$ cat config.mk
export PLATFORM = sky130hd
export DESIGN_NAME = exmod_rgba_blend555
export DESIGN_NICKNAME = d
export VERILOG_FILES = /design/src/rtl/exmod_rgba_blend555_pkg.sv /design/src/rtl/exmod_rgba_lerp5.sv /design/src/rtl/exmod_rgba_blend555.sv
export SDC_FILE = /design/constraint.sdc
export NUM_CORES = 1
export LEC_CHECK = 0
export CAP_MARGIN = 40
export CORE_MARGIN = 8
export CORE_UTILIZATION = 50
export CTS_BUF_LIST = sky130_fd_sc_hd__clkbuf_4
export CTS_CLUSTER_DIAMETER = 50
export DETAILED_ROUTE_END_ITERATION = 10
export HOLD_SLACK_MARGIN = 0.03
export PLACE_DENSITY = 0.71
export REMOVE_ABC_BUFFERS = 1
export SETUP_SLACK_MARGIN = 0.2
export SYNTH_ARGS = -nofsm -noshare
export SYNTH_HDL_FRONTEND = slang
export SYNTH_SLANG_ARGS = --single-unit
$ cat constraint.sdc
create_clock -name clock -period 19.61 [get_ports clock]
set_clock_uncertainty 0.15 [all_clocks]
set_input_delay 5.883 -clock clock [delete_from_list [all_inputs] [get_ports clock]]
set_output_delay 5.883 -clock clock [all_outputs]
set_load 0.005 [all_outputs]
$ cat src/rtl/exmod_rgba_blend555_pkg.sv
// Shared types, mode codes and decode helpers for the RGB555 blend stage.
package exmod_rgba_blend555_pkg;

    localparam int unsigned PIX_W = 16;
    localparam int unsigned CH_W  = 5;
    localparam int unsigned W_W   = 4;

    localparam logic [1:0] MODE_BLEND   = 2'd0;
    localparam logic [1:0] MODE_ADD     = 2'd1;
    localparam logic [1:0] MODE_REPLACE = 2'd2;
    localparam logic [1:0] MODE_RSVD    = 2'd3;

    localparam logic [W_W-1:0] W_OPAQUE = 4'd8;

    typedef struct packed {
        logic [CH_W-1:0] r;
        logic [CH_W-1:0] g;
        logic [CH_W-1:0] b;
    } rgb5_t;

    // Expand either pixel encoding to three 5-bit channels (nibbles replicate their MSB).
    function automatic rgb5_t expand_pix(input logic [PIX_W-1:0] pix);
        rgb5_t c;
        if (pix[15]) begin
            c.r = {pix[14:11], pix[14]};
            c.g = {pix[9:6],   pix[9]};
            c.b = {pix[4:1],   pix[4]};
        end else begin
            c.r = pix[14:10];
            c.g = pix[9:5];
            c.b = pix[4:0];
        end
        return c;
    endfunction

    // Map 3-bit alpha to a 0..8 weight so that full alpha is an exact 8/8.
    function automatic logic [W_W-1:0] alpha_weight(input logic [2:0] a3);
        return W_W'(a3) + W_W'(a3 >> 2);
    endfunction

endpackage

$ cat src/rtl/exmod_rgba_lerp5.sv
// Single-channel combine: weighted blend, saturating add, or replace.
module exmod_rgba_lerp5
    import exmod_rgba_blend555_pkg::*;
(
    input  logic [CH_W-1:0] s,
    input  logic [CH_W-1:0] d,
    input  logic [W_W-1:0]  w,
    input  logic [1:0]      mode,
    output logic [CH_W-1:0] r
);

    logic [7:0] sw;
    logic [7:0] blend_sum;
    logic [5:0] add_sum;

    // Blend sum peaks at 31*8+4=252, so 8 bits never overflow.
    always_comb begin
        sw        = 8'(s) * 8'(w);
        blend_sum = sw + 8'(d) * 8'(W_OPAQUE - w) + 8'd4;
        add_sum   = 6'(d) + 6'(sw >> 3);
        r         = s;
        case (mode)
            MODE_BLEND:   r = CH_W'(blend_sum >> 3);
            MODE_ADD:     r = add_sum[5] ? 5'd31 : add_sum[4:0];
            MODE_REPLACE: r = s;
            MODE_RSVD:    r = s;
            default:      r = s;
        endcase
    end

endmodule

$ cat src/rtl/exmod_rgba_blend555.sv
// Two-stage framebuffer blend pipeline with valid/ready flow control and write/skip counters.
module exmod_rgba_blend555
    import exmod_rgba_blend555_pkg::*;
#(
    parameter int unsigned TAG_W = 32,
    parameter int unsigned CNT_W = 32
) (
    input  logic             clock,
    input  logic             reset,
    input  logic             in_valid,
    output logic             in_ready,
    input  logic [PIX_W-1:0] in_src,
    input  logic [PIX_W-1:0] in_dst,
    input  logic [1:0]       in_mode,
    input  logic [TAG_W-1:0] in_tag,
    output logic             out_valid,
    input  logic             out_ready,
    output logic [PIX_W-1:0] out_pix,
    output logic             out_we,
    output logic [TAG_W-1:0] out_tag,
    input  logic             cnt_clear,
    output logic [CNT_W-1:0] cnt_wr,
    output logic [CNT_W-1:0] cnt_skip
);

    logic             s1_v;
    rgb5_t            s1_src;
    rgb5_t            s1_dst;
    logic [W_W-1:0]   s1_w;
    logic [1:0]       s1_mode;
    logic [TAG_W-1:0] s1_tag;

    rgb5_t            src_rgb;
    rgb5_t            dst_rgb;
    logic [W_W-1:0]   src_w;
    logic [CH_W-1:0]  res_r;
    logic [CH_W-1:0]  res_g;
    logic [CH_W-1:0]  res_b;
    logic             we_c;
    logic             s2_free;
    logic             adv2;
    logic             load1;
    logic             out_fire;

    // Flow control: stage 2 frees when empty or draining; stage 1 follows it.
    always_comb begin
        s2_free  = !out_valid || out_ready;
        adv2     = s1_v && s2_free;
        in_ready = !s1_v || s2_free;
        load1    = in_valid && in_ready;
        out_fire = out_valid && out_ready;
    end

    // Stage-1 decode of both pixels and the source weight.
    always_comb begin
        src_rgb = expand_pix(in_src);
        dst_rgb = expand_pix(in_dst);
        src_w   = in_src[15] ? alpha_weight({in_src[10], in_src[5], in_src[0]}) : W_OPAQUE;
    end

    // Stage-1 register: capture decoded input, drop valid when it moves on.
    always_ff @(posedge clock) begin
        if (!reset) begin
            s1_v    <= 1'b0;
            s1_src  <= '0;
            s1_dst  <= '0;
            s1_w    <= '0;
            s1_mode <= '0;
            s1_tag  <= '0;
        end else if (load1) begin
            s1_v    <= 1'b1;
            s1_src  <= src_rgb;
            s1_dst  <= dst_rgb;
            s1_w    <= src_w;
            s1_mode <= in_mode;
            s1_tag  <= in_tag;
        end else if (adv2) begin
            s1_v    <= 1'b0;
        end
    end

    exmod_rgba_lerp5 u_lerp_r (.s(s1_src.r), .d(s1_dst.r), .w(s1_w), .mode(s1_mode), .r(res_r));
    exmod_rgba_lerp5 u_lerp_g (.s(s1_src.g), .d(s1_dst.g), .w(s1_w), .mode(s1_mode), .r(res_g));
    exmod_rgba_lerp5 u_lerp_b (.s(s1_src.b), .d(s1_dst.b), .w(s1_w), .mode(s1_mode), .r(res_b));

    // Zero weight in blend/add leaves the destination untouched, so the write is skipped.
    always_comb begin
        we_c = !(((s1_mode == MODE_BLEND) || (s1_mode == MODE_ADD)) && (s1_w == '0));
    end

    // Stage-2 output register: holds while the consumer stalls.
    always_ff @(posedge clock) begin
        if (!reset) begin
            out_valid <= 1'b0;
            out_pix   <= '0;
            out_we    <= 1'b0;
            out_tag   <= '0;
        end else if (s2_free) begin
            out_valid <= s1_v;
            if (s1_v) begin
                out_pix <= {1'b0, res_r, res_g, res_b};
                out_we  <= we_c;
                out_tag <= s1_tag;
            end
        end
    end

    // Delivered-result counters; clear takes priority over counting.
    always_ff @(posedge clock) begin
        if (!reset) begin
            cnt_wr   <= '0;
            cnt_skip <= '0;
        end else if (cnt_clear) begin
            cnt_wr   <= '0;
            cnt_skip <= '0;
        end else if (out_fire) begin
            if (out_we) begin
                cnt_wr   <= cnt_wr + CNT_W'(1);
            end else begin
                cnt_skip <= cnt_skip + CNT_W'(1);
            end
        end
    end

endmodule

Yosys cells after proc, flatten, opt, wreduce, memory -nomap -nowiden
Index checks and enable logic that the tools add are counted.
{"block": "totals", "regBits": 182, "out_inout_bits": 115, "word_cells": 69}
{"block": "classes", "add_sub_neg": 13, "n_mul": 6, "n_eq_ne": 3, "n_mux": 11, "n_bitwise": 2, "reduce_logical": 18}
{"operator": "32-bit by 1-bit adder with 32-bit output (second input constant)", "n": 2}
{"operator": "5-bit one-hot mux with 3 select lines", "n": 3}
{"operator": "8-bit by 3-bit adder with 8-bit output (second input constant)", "n": 3}
{"operator": "8-bit adder", "n": 3}
{"operator": "5-bit by 4-bit multiplier with 8-bit output", "n": 3}
{"operator": "5-bit by 8-bit multiplier with 8-bit output", "n": 3}
{"operator": "11-bit two-way mux", "n": 2}
{"operator": "5-bit by 5-bit adder with 6-bit output", "n": 3}
{"operator": "5-bit two-way mux", "n": 3}
{"operator": "2-bit AND reduction", "n": 3}
{"operator": "4-bit by 4-bit subtractor with 5-bit output (first input constant)", "n": 1}
{"operator": "3-bit by 1-bit adder with 4-bit output", "n": 1}
{"operator": "2-bit equality test (second input constant)", "n": 2}
{"operator": "1-bit logical AND", "n": 4}
{"operator": "4-bit zero test", "n": 1}
{"operator": "4-bit two-way mux", "n": 1}
{"operator": "2-bit OR reduction", "n": 2}
{"operator": "1-bit zero test", "n": 3}
{"operator": "1-bit logical OR", "n": 3}
{"operator": "2-bit by 1-bit equality test with 1-bit output (second input constant)", "n": 1}
{"operator": "2-bit zero test", "n": 1}
{"operator": "1-bit two-way mux", "n": 2}
{"operator": "1-bit NOT", "n": 2}
{"operator": "2-bit nonzero test", "n": 1}

Logic depth before layout (Yosys ltp)
Gate-level depths: netlist of the first run.
{"block": "depth", "ltp_word": 5, "ltp_mapped": 23, "mapped_depth_nobuf": 21}

Cells and area by module
A second synthesis of the first run with hierarchy kept.
{"block": "unflattened", "hier_cells": 1498, "area_unflattened_um2": 12539.5}
{"module": "exmod_rgba_blend555", "instances": 1, "cells_per_inst": 901, "area_per_inst_um2": 7577.3, "seq_area_each_um2": 3643.5}
{"module": "exmod_rgba_lerp5", "instances": 3, "cells_per_inst": 199, "area_per_inst_um2": 1654.1, "seq_area_each_um2": 0.0}

Worst setup path before layout of the first run
Ideal clock, no wire load.
{"block": "synth_path", "path_type": "input port to output port", "start": "input out_ready", "end": "output in_ready", "arrival_time_ns": 6.207, "required_ns": 13.577, "setup_slack_ns": 7.370, "path_stages": 2, "path_buffers": 0, "cell_sequence": "nor2b_1 -> nand2_1"}
{"block": "synth_via", "elab_chain_cells": 2}
{"item": "start: declaration", "line_no": "exmod_rgba_blend555.sv:17", "source": "input logic out_ready,"}
{"item": "1-bit logical OR", "line_no": "exmod_rgba_blend555.sv:47", "source": "s2_free = !out_valid || out_ready;"}
{"item": "1-bit logical OR", "line_no": "exmod_rgba_blend555.sv:49", "source": "in_ready = !s1_v || s2_free;"}
{"item": "end: declaration", "line_no": "exmod_rgba_blend555.sv:11", "source": "output logic in_ready,"}
Every way passes these cells.

Worst setup path in the final report of the first run
Ends and elaborated chain as after synthesis.

==> impl_metrics.env, run 1 <==
export IMPL_run_status="finished, final reports clean"
export IMPL_drt_iter0_markers=575
export IMPL_critPathSlowestCell="sky130_fd_sc_hd__clkdlybuf4s50_1"
export IMPL_ys_top_cells_by_area="sky130_fd_sc_hd__dfxtp_1 30%, sky130_fd_sc_hd__fa_1 12%, sky130_fd_sc_hd__nand2_1 9.5%"
export IMPL_cts_resized=0
export IMPL_crit_reg2reg_capture="out_pix[14]"
export IMPL_clock_tree_from_tritoncts="yes"
export IMPL_critical_path_max_fanout=5
export IMPL_reg2reg_from="s1_w[3]"
export IMPL_critical_path_top_cell_by_count="sky130_fd_sc_hd__clkdlybuf4s50_1"
export IMPL_crit_path_max_incr_delay_ns=0.52
export IMPL_final_antenna_net_count=0
export IMPL_max_cap_viol_count=0
export IMPL_postSynth_topFlopCell="sky130_fd_sc_hd__dfxtp_1"
export IMPL_rows=57
export IMPL_p_total_uw=764
export IMPL_areaGrowthSynthToFinish_pct=19.5
export IMPL_timing_final_setup_violations=0
export IMPL_vias_in_the_first_global_route=9679
export IMPL_rrSetupSlack_ns=12.72
export IMPL_final_max_slew_violation_count=0
export IMPL_arrival_ns=7.39
export IMPL_setup_worst_path_end_class="output pin"
export IMPL_holdCritPathClass="flip-flop to flip-flop"
export IMPL_routed_via_count=10100
export IMPL_drive_above_1_share_pct=3.67
export IMPL_post_cts_hold_buffers=0
export IMPL_total_length_of_routed_wires_mm=29.9
export IMPL_hold_viol=0
export IMPL_post_cts_setup_buffers=0
export IMPL_avgViaCountPerCell=5.20
export IMPL_worstPathCellList="clkdlybuf4s50_1 > nor2b_1 > nand2_1 > clkdlybuf4s50_1"
export IMPL_ys_warn_count=0
export IMPL_syn_avg_cell_area_um2=8.43
export IMPL_ys_seq_area_share_pct=29.9
export IMPL_postSynth_asyncResetShare_pct=0
export IMPL_grt_first_pass_wirelength_mm=48.3
export IMPL_drt_pass1_iterations=5
export IMPL_timing_setup_tns_ns=0
export IMPL_period_minus_slack_ns=13.43
export IMPL_timing_hold_worst_endpoint="out_tag[27]"
export IMPL_critPathRequiredTime_ns=13.58
export IMPL_busiest_layer_in_global_routing="met2"
export IMPL_drc_errors_left=0
export IMPL_total_standard_cell_area_after_synthesis_um2=12200
export IMPL_grt_met2_usage_pct=33.0
export IMPL_total_leakage_power_nw=6.15
export IMPL_gr_usage_met1_pct=26.4
export IMPL_fillCellCount=2183
export IMPL_synthDominantAreaCellType="sky130_fd_sc_hd__dfxtp_1"
export IMPL_flop_and_latch_count_out_of_synthesis=182
export IMPL_worst_hold_startpoint="s1_tag[27]"
export IMPL_synthDistinctLibCells=49
export IMPL_initial_utilization_pct=50.5
export IMPL_tritoncts_buffers=17
export IMPL_wire_per_inst_um=15.4
export IMPL_port_buffers=184
export IMPL_floorplan_die_area_um2=29700
export IMPL_h_tree_depth=4
export IMPL_die_w_um=172
export IMPL_power_per_cell_area_nw_per_um2=52.3
export IMPL_timing_worst_slew_pin_value_ns=0.889
export IMPL_clock_latency_ns=0.60
export IMPL_grt_overflow_total=0
export IMPL_gp_congestion=0.853
export IMPL_peak_ir_drop_on_the_vdd_network_v=0.0000345
export IMPL_final_nets=1823
export IMPL_post_synth_inst_count=1448
export IMPL_boundaryPins=186
export IMPL_layout_worst_path_cycle_share_pct=68.5
export IMPL_hpwl_mm=21.5
export IMPL_die_height_um=172
export IMPL_synth_top_cell_area_share_pct=29.9
export IMPL_fmax_ghz=0.0745
export IMPL_global_route_met3_utilization_pct=3.47
export IMPL_core_area_um2=24200
export IMPL_clockBufferDepth=2
export IMPL_timing_reg2reg_worst_path_depth=20
export IMPL_hold_depth=2
export IMPL_cts_sink_count=182
export IMPL_grt_setup_unrepaired="false"
export IMPL_path_clk_slew_ns=0.17
export IMPL_grt_usage_pct=20.2
export IMPL_synth_edf_count=0
export IMPL_critPathKind="primary input to output pin"
export IMPL_grt_max_degree=65
export IMPL_slew_headroom_pct=40.7
export IMPL_setup_worst_path_start_class="primary input"
export IMPL_grt_antenna_before_repair=2
export IMPL_clockRootBuffer="sky130_fd_sc_hd__clkbuf_4"
-- worst max-delay path, delay by kind of cell --
family,cells,cell delay [ns]
buffers and inverters,2,0.98
and+or+nand+nor,2,0.53
-- cell families after synthesis --
kind of cell / count (synthesis) / share of synthesized area [%]
flops: 182 / 29.9
xor+xnor: 105 / 8.27
simple gates: 558 / 20.8
compound gates: 247 / 13.6
mux: 13 / 1.09
other cells: 1 / 0.0307
fa+ha+maj: 158 / 20.6
buf+inv: 184 / 5.77
-- worst max path at each step --
stage	start	slack, ns	cells past startpoint	to
floorplan	out_ready	7.37	2	in_ready
global placement	out_ready	6.20	4	in_ready
detailed placement	out_ready	6.19	4	in_ready
CTS	out_ready	6.18	4	in_ready
global route	out_ready	6.11	4	in_ready
finish	out_ready	6.18	4	in_ready
-- placed cells by master, fill, tap and decap left out, drive strengths merged, types with 3 or more instances in the layout --
cell | netlist | layout
or3 | 18 | 18
clkdlybuf4s50 | 0 | 183
xor2 | 49 | 49
a21boi | 93 | 93
a21o | 12 | 12
a211oi | 4 | 4
nand3 | 30 | 30
mux2i | 11 | 11
nand4 | 7 | 7
dfxtp | 182 | 182
and3 | 17 | 17
clkbuf | 58 | 17
clkinv | 0 | 8
nand2b | 4 | 4
o21bai | 5 | 5
nand2 | 308 | 308
fa | 72 | 72
nor2 | 72 | 72
inv | 117 | 124
o211a | 13 | 13
a31o | 3 | 3
and2 | 67 | 67
and4 | 7 | 7
o22ai | 6 | 6
xnor2 | 50 | 50
nor3 | 5 | 5
xnor3 | 6 | 6
o21ai | 37 | 37
nor4 | 3 | 3
ha | 86 | 86
o31ai | 7 | 7
nor2b | 13 | 13
or2 | 4 | 4
a31oi | 5 | 5
buf | 9 | 11
a21oi | 55 | 55
-- synth_stat cells, drive strengths merged (3+ instances only) --
library cell and number:
o21bai 5, xnor3 6, nand3 30, xnor2 50, mux2i 11, buf 9, o31ai 7, nand2b 4
or2 4, o21ai 37, a21boi 93, ha 86, and3 17, inv 117, a21oi 55, fa 72
nor4 3, and4 7, o211a 13, a31o 3, nor3 5, o22ai 6, a211oi 4, clkbuf 58
a21o 12, dfxtp 182, a31oi 5, nand2 308, and2 67, xor2 49, or3 18, nand4 7
nor2 72, nor2b 13
-- registers in the layout (all words and copies together) (netlist names) --
signal     count
out_valid      1
cnt_wr        32
s1_src        15
s1_w           4
s1_v           1
out_tag       32
out_we         1
out_pix       15
cnt_skip      32
s1_dst        15
s1_mode        2
s1_tag        32
-- metal layers --
| layer | wire [um] | vias to the layer above | share of wire [%] |
|---|---|---|---|
| li1 | - | 5008 | - |
| met1 | 13800 | 4787 | 46 |
| met2 | 13800 | 220 | 46 |
| met3 | 1580 | 42 | 5.3 |
| met4 | 694 | 0 | 2.3 |
| met5 | 0 | - | 0 |
-- metrics by stage --
stage	area (um2)	worst slack, ns	std cells	util, %	hold slack, ns
finish	14600	6.18	1933	60.3	0.322
global route	14600	6.11	1933	60.3	0.342
CTS	14600	6.18	1931	60.3	0.327
detailed placement	14300	6.19	1899	59.0	0.306
global placement	14300	6.20	1899	59.0	0.296
floorplan	11900	7.37	1381	-	0.291
-- layout make-up --
type	count	area [um2]	area share (%)
Inverter	117	439	3.01
Timing Repair Buffer	194	1910	13.1
Clock inverter	15	181	1.24
Multi-Input combinational cell	1082	7870	54.0
Sequential cell	182	3640	25.0
Tap cell	324	405	2.78
Clock buffer	17	128	0.875
Antenna cell	2	5.00	0.0343
-- where the power goes --
group,internal [mW],total [mW],leakage (nW),switching [mW]
Sequential,0.383,0.397,1.48,0.0147
Clock,0.0608,0.221,0.161,0.160
Combinational,0.0668,0.146,4.50,0.0788
Total,0.510,0.764,6.15,0.254
(Power assumes the default switching activity.)
==> run 2, diff against run 1 <==
- PLACE_DENSITY: 0.71 -> 0.74
- clock period: 19.61 -> 11.9 ns (I/O delays scaled with it)
==> run 2 against run 1 <==
Compared with the run above: critical path depth is the same; worst setup slack worse by 3.1 ns; via count is 0.12% lower; sequential share of layout area hardly changed; non-clock buffer count is 1 higher; flip-flop and latch count unchanged; worst hold slack got worse by 0.017 ns; largest power group unchanged; cell area rose by 0.15%; wire length decreased by 0.41%; sequential power rose by 65%; first-iteration DRC count is 3.7% lower; register-to-register slack got worse by 7.4 ns.
==> impl_metrics.env, run 2 (synthesis gave the netlist of run 1 again) <==
export IMPL_run_status="finished, final reports clean"
export IMPL_areaGrowthSynthToFinish_pct=19.7
export IMPL_post_cts_setup_buffers=0
export IMPL_avgViaCountPerCell=5.19
export IMPL_path_clk_slew_ns=0.19
export IMPL_final_nets=1824
export IMPL_boundaryPins=186
export IMPL_timing_setup_tns_ns=0
export IMPL_setup_worst_path_end_class="output pin"
export IMPL_tritoncts_buffers=17
export IMPL_critical_path_top_cell_by_count="sky130_fd_sc_hd__clkdlybuf4s50_1"
export IMPL_grt_overflow_total=0
export IMPL_rows=57
export IMPL_worst_hold_startpoint="s1_tag[9]"
export IMPL_hold_viol=0
export IMPL_post_cts_hold_buffers=0
export IMPL_cts_resized=0
export IMPL_drive_above_1_share_pct=3.80
export IMPL_grt_antenna_before_repair=1
export IMPL_floorplan_die_area_um2=29700
export IMPL_drt_iter0_markers=554
export IMPL_critPathKind="primary input to output pin"
export IMPL_timing_hold_worst_endpoint="out_tag[9]"
export IMPL_final_max_slew_violation_count=0
export IMPL_max_cap_viol_count=0
export IMPL_gp_congestion=0.851
export IMPL_holdCritPathClass="flip-flop to flip-flop"
export IMPL_wire_per_inst_um=15.4
export IMPL_critPathRequiredTime_ns=8.18
export IMPL_clockRootBuffer="sky130_fd_sc_hd__clkbuf_4"
export IMPL_hpwl_mm=21.5
export IMPL_rrSetupSlack_ns=5.31
export IMPL_hold_depth=2
export IMPL_slew_headroom_pct=48.2
export IMPL_layout_worst_path_cycle_share_pct=74.1
export IMPL_die_w_um=172
export IMPL_setup_worst_path_start_class="primary input"
export IMPL_initial_utilization_pct=50.5
export IMPL_core_area_um2=24200
export IMPL_arrival_ns=5.10
export IMPL_crit_reg2reg_capture="out_pix[9]"
export IMPL_p_total_mw=1.25
export IMPL_mostFrequentLayoutCell="sky130_fd_sc_hd__nand2_1"
export IMPL_drc_errors_left=0
export IMPL_fmax_ghz=0.113
export IMPL_grt_max_degree=69
export IMPL_critPathSlowestCell="sky130_fd_sc_hd__clkdlybuf4s50_1"
export IMPL_die_height_um=172
export IMPL_grt_first_pass_wirelength_mm=49.3
export IMPL_clock_latency_ns=0.58
export IMPL_critical_path_max_fanout=5
export IMPL_timing_worst_slew_pin_value_ns=0.775
export IMPL_period_minus_slack_ns=8.82
export IMPL_port_buffers=184
export IMPL_total_leakage_power_nw=6.16
export IMPL_grt_usage_pct=20.6
export IMPL_clockBufferDepth=2
export IMPL_final_antenna_net_count=0
export IMPL_power_per_cell_area_nw_per_um2=85.4
export IMPL_grt_setup_unrepaired="false"
export IMPL_worstPathCellList="clkdlybuf4s50_1 > nor2b_1 > nand2_1 > clkdlybuf4s50_1"
export IMPL_crit_path_max_incr_delay_ns=0.51
export IMPL_vias_in_the_first_global_route=10000
export IMPL_h_tree_depth=4
export IMPL_layout_cells_most_common_list="307 x sky130_fd_sc_hd__nand2_1, 183 x sky130_fd_sc_hd__clkdlybuf4s50_1, 182 x sky130_fd_sc_hd__dfxtp_1, 117 x sky130_fd_sc_hd__inv_1, 93 x sky130_fd_sc_hd__a21boi_0"
export IMPL_reg2reg_from="s1_w[2]"
export IMPL_drt_pass1_iterations=5
export IMPL_routed_via_count=10000
export IMPL_total_length_of_routed_wires_mm=29.7
export IMPL_peak_ir_drop_on_the_vdd_network_v=0.0000598
export IMPL_clock_tree_from_tritoncts="yes"
export IMPL_timing_final_setup_violations=0
export IMPL_cts_sink_count=182
export IMPL_timing_reg2reg_worst_path_depth=19
[run 2: worst max-delay path by stage]
stage                           to  slack, ns  depth (start not counted)  startpoint
after floorplan           in_ready       4.29                          2   out_ready
after global placement    in_ready       3.12                          4   out_ready
after detailed placement  in_ready       3.09                          4   out_ready
after CTS                 in_ready       3.09                          4   out_ready
after global routing      in_ready       3.02                          4   out_ready
final                     in_ready       3.08                          4   out_ready
[run 2: cell type report]
| cell class | count | area (um2) |
|---|---|---|
| Antenna cell | 5 | 12.5 |
| Clock buffer | 17 | 128 |
| Clock inverter | 14 | 161 |
| Tap cell | 324 | 405 |
| Sequential cell | 182 | 3640 |
| Multi-Input combinational cell | 1082 | 7880 |
| Inverter | 117 | 439 |
| Fill cell | 2120 | 9560 |
| Timing Repair Buffer | 195 | 1940 |
[run 2: power by group]
| part | total, mW | switching (mW) | internal, mW |
|---|---|---|---|
| registers | 0.654 | 0.0237 | 0.630 |
| logic | 0.240 | 0.129 | 0.112 |
| clock network | 0.353 | 0.256 | 0.0971 |
| total | 1.25 | 0.408 | 0.839 |
[run 2: metal layers]
layer / wire length (um) / global-route usage (%) / up-vias
met5: 0 / 0 / -
met4: 673 / 6.93 / 0
met3: 1910 / 3.74 / 43
met2: 13900 / 34.5 / 264
met1: 13200 / 26.3 / 4727
li1: - / - / 5011
[run 2: worst max-delay path, delay by kind of cell]
family | cells | cell delay (ns)
AND/OR/NAND/NOR | 2 | 0.55
buffers and inverters | 2 | 0.98
[run 2: through the flow]
step / hold WS, ns / area (um2) / instances / setup WS, ns / utilization (%)
2_1_floorplan: 0.291 / 11900 / 1381 / 4.29 / -
3_3_place_gp: 0.296 / 14300 / 1899 / 3.12 / 59.1
3_5_place_dp: 0.306 / 14300 / 1900 / 3.09 / 59.2
4_1_cts: 0.314 / 14600 / 1931 / 3.09 / 60.4
5_1_grt: 0.337 / 14600 / 1936 / 3.02 / 60.4
6_report: 0.305 / 14600 / 1936 / 3.08 / 60.4
==> edit: new RTL, settings of run 2 <==
Reset style: asynchronous (`reset`), changed in 3 clocked blocks.
--- a/src/rtl/exmod_rgba_blend555.sv
+++ b/src/rtl/exmod_rgba_blend555.sv
@@ -59,7 +59,7 @@
     end
 
     // Stage-1 register: capture decoded input, drop valid when it moves on.
-    always_ff @(posedge clock) begin
+    always_ff @(posedge clock or negedge reset) begin
         if (!reset) begin
             s1_v    <= 1'b0;
             s1_src  <= '0;
@@ -89,7 +89,7 @@
     end
 
     // Stage-2 output register: holds while the consumer stalls.
-    always_ff @(posedge clock) begin
+    always_ff @(posedge clock or negedge reset) begin
         if (!reset) begin
             out_valid <= 1'b0;
             out_pix   <= '0;
@@ -106,7 +106,7 @@
     end
 
     // Delivered-result counters; clear takes priority over counting.
-    always_ff @(posedge clock) begin
+    always_ff @(posedge clock or negedge reset) begin
         if (!reset) begin
             cnt_wr   <= '0;
             cnt_skip <= '0;
Formal check against the unedited RTL: differs if reset is asserted again (counterexample within 4 cycles, from zero or initial values and one cycle with reset low); with reset held inactive, the same outputs for 4 cycles.
==> edit against run 2 <==
- area after synthesis increased by 2.6%
- register-to-register slack got worse by 0.23 ns
- fmax is 3.2% higher
- sequential cell count unchanged
- design area up 3.2%
- wire length grew 0.63%
- setup slack gained 0.27 ns
- first-iteration DRC count is 6.7% higher
- sequential share of layout area up 5.3 points
- highest routed layer is now met5
Power is not compared: it rests on default switching activity, and its combinational part moved more than twofold at a synthesized area within 25%.
==> edit: results (changes against run 2) <==
* Reg-to-Reg End: out_pix[9]
* Share of the yosys chip area belonging to registers at 36.4% (+6.5 points)
* GR Util met1 at 24.4% (-2.0 points)
* Postcts setup bufs at 0 (unchanged)
* Dpl cell area at 14800 um^2 (+3.1%)
* Count of different cell masters after synthesis at 50 (+2.0%)
* Initial antenna violation count at 3 (+2)
* Total Routing Usage GR at 20.0% (-0.57 points)
* Reg2reg start: s1_w[3]
* Hold Crit Start: s1_tag[22]
* YS warnings at 0 (unchanged)
* Pre-CTS WS at 3.35 ns (+0.263 ns)
* Status: completed
* Global-route wire length before repair at 49900 um (+1.2%)
* Top post-synthesis cells by area: dfrtp_1 (36%), fa_1 (12%), ha_1 (8.6%)
* 1st-iter DRT viols at 591 (+6.7%)
* Worst-margin pin slew at 0.923 ns (+0.149 ns)
* DP HPWL at 22200 um (+3.2%)
* Nets at 1663 (-8.8%)
* Drt wl/cell at 16.8 um (+9.5%)
* DR vias/cell at 5.31 (+2.4%)
* Hold Slack at 0.309 ns (+0.00395 ns)
* GR met3 Demand/Resource at 4.36% (+0.62 points)
* WHS Endpoint: out_tag[22]
* Global Route met2 Usage at 34.8% (+0.26 points)
* Maximum VDD drop at around 0.00016 V
* Top cells by instance count after synthesis: nand2_1 (208), dfrtp_1 (182), inv_1 (111)
* Clk_lat worst skew at 0.60 ns (+0.02 ns)
* Layout cells sized above 1 at 7.67% (+3.9 points)
* Max Fanout on Critical Path at 4 (-1)
* Flop-to-flop setup slack at 5.08 ns (-0.23 ns)
* Gate Count Post-Synth at 1267 (-13%)
* IO buf count at 184 (unchanged)
* FILL cells at 2112 (-0.38%)
* Number of global-route vias before repair at 9885 (-1.3%)
* Clock Path Buffers at 2 (unchanged)
* Worst hold path class: reg2reg
* Async S/R FF share, synth at 100% (+100 points)
* Post-CTS resize count at 0 (unchanged)
* Final WL at 29900 um (+0.63%)
* Largest net degree at the start of global routing at 82 (+19%)
* Net Sw Frac at 42.4%
* CP arrival at 4.82 ns (-0.28 ns)
* RePlAce Congestion at 0.860 (+1.1%)
* Comb group at about 1.6 mW
edit: cell count changes after synthesis, sizes merged, moves of 7 or more:
cell    delta
nor2       +8
o211a     -13
a21oi     -21
o21ai      -7
or3       -13
nand2    -100
dfxtp    -182
mux2      +56
nor2b      -7
a21boi    -93
dfrtp    +182
nand4      +7
clkbuf    -23
xor2       +8
edit: area by class of cell:
cell class | count | area (um^2) | share of cell area [%]
Inverter | 111 | 417 | 2.76
Multi-Input combinational cell | 927 | 7380 | 49.0
Tap cell | 330 | 413 | 2.74
Clock buffer | 18 | 135 | 0.896
Timing Repair Buffer | 195 | 1990 | 13.2
Antenna cell | 2 | 5.00 | 0.0332
Sequential cell | 182 | 4550 | 30.2
Clock inverter | 14 | 175 | 1.16
edit: cells by family (layout without fill, tap and decap cells):
group	count (synthesis)	count (layout)	share of synthesized area, %
simple gates	449	449	16.9
fa+ha+maj	158	158	20.1
xor+xnor	117	117	8.90
other cells	1	3	0.0299
flops	182	182	36.4
compound gates	136	136	7.01
buf+inv	158	338	4.80
mux	66	66	5.86
edit: critical path, stage by stage:
cell and delay (ns):
clkdlybuf4s50_1 0.51, nand3b_1 0.21, clkdlybuf4s50_1 0.54
edit: worst max-delay path by stage:
stage | slack [ns] | end | cells after the start
final | 3.36 | in_ready | 3
after global placement | 3.39 | in_ready | 3
after CTS | 3.35 | in_ready | 3
after global routing | 3.31 | in_ready | 3
after floorplan | 4.43 | in_ready | 1
after detailed placement | 3.35 | in_ready | 3
edit: layer usage:
metal / part of all wire [%] / routed length (um) / vias to the layer above
met5: 0.030 / 9 / -
met1: 43 / 12900 / 4708
met3: 4.8 / 1450 / 54
li1: - / - / 4496
met2: 50 / 14900 / 195
met4: 2.2 / 671 / 2
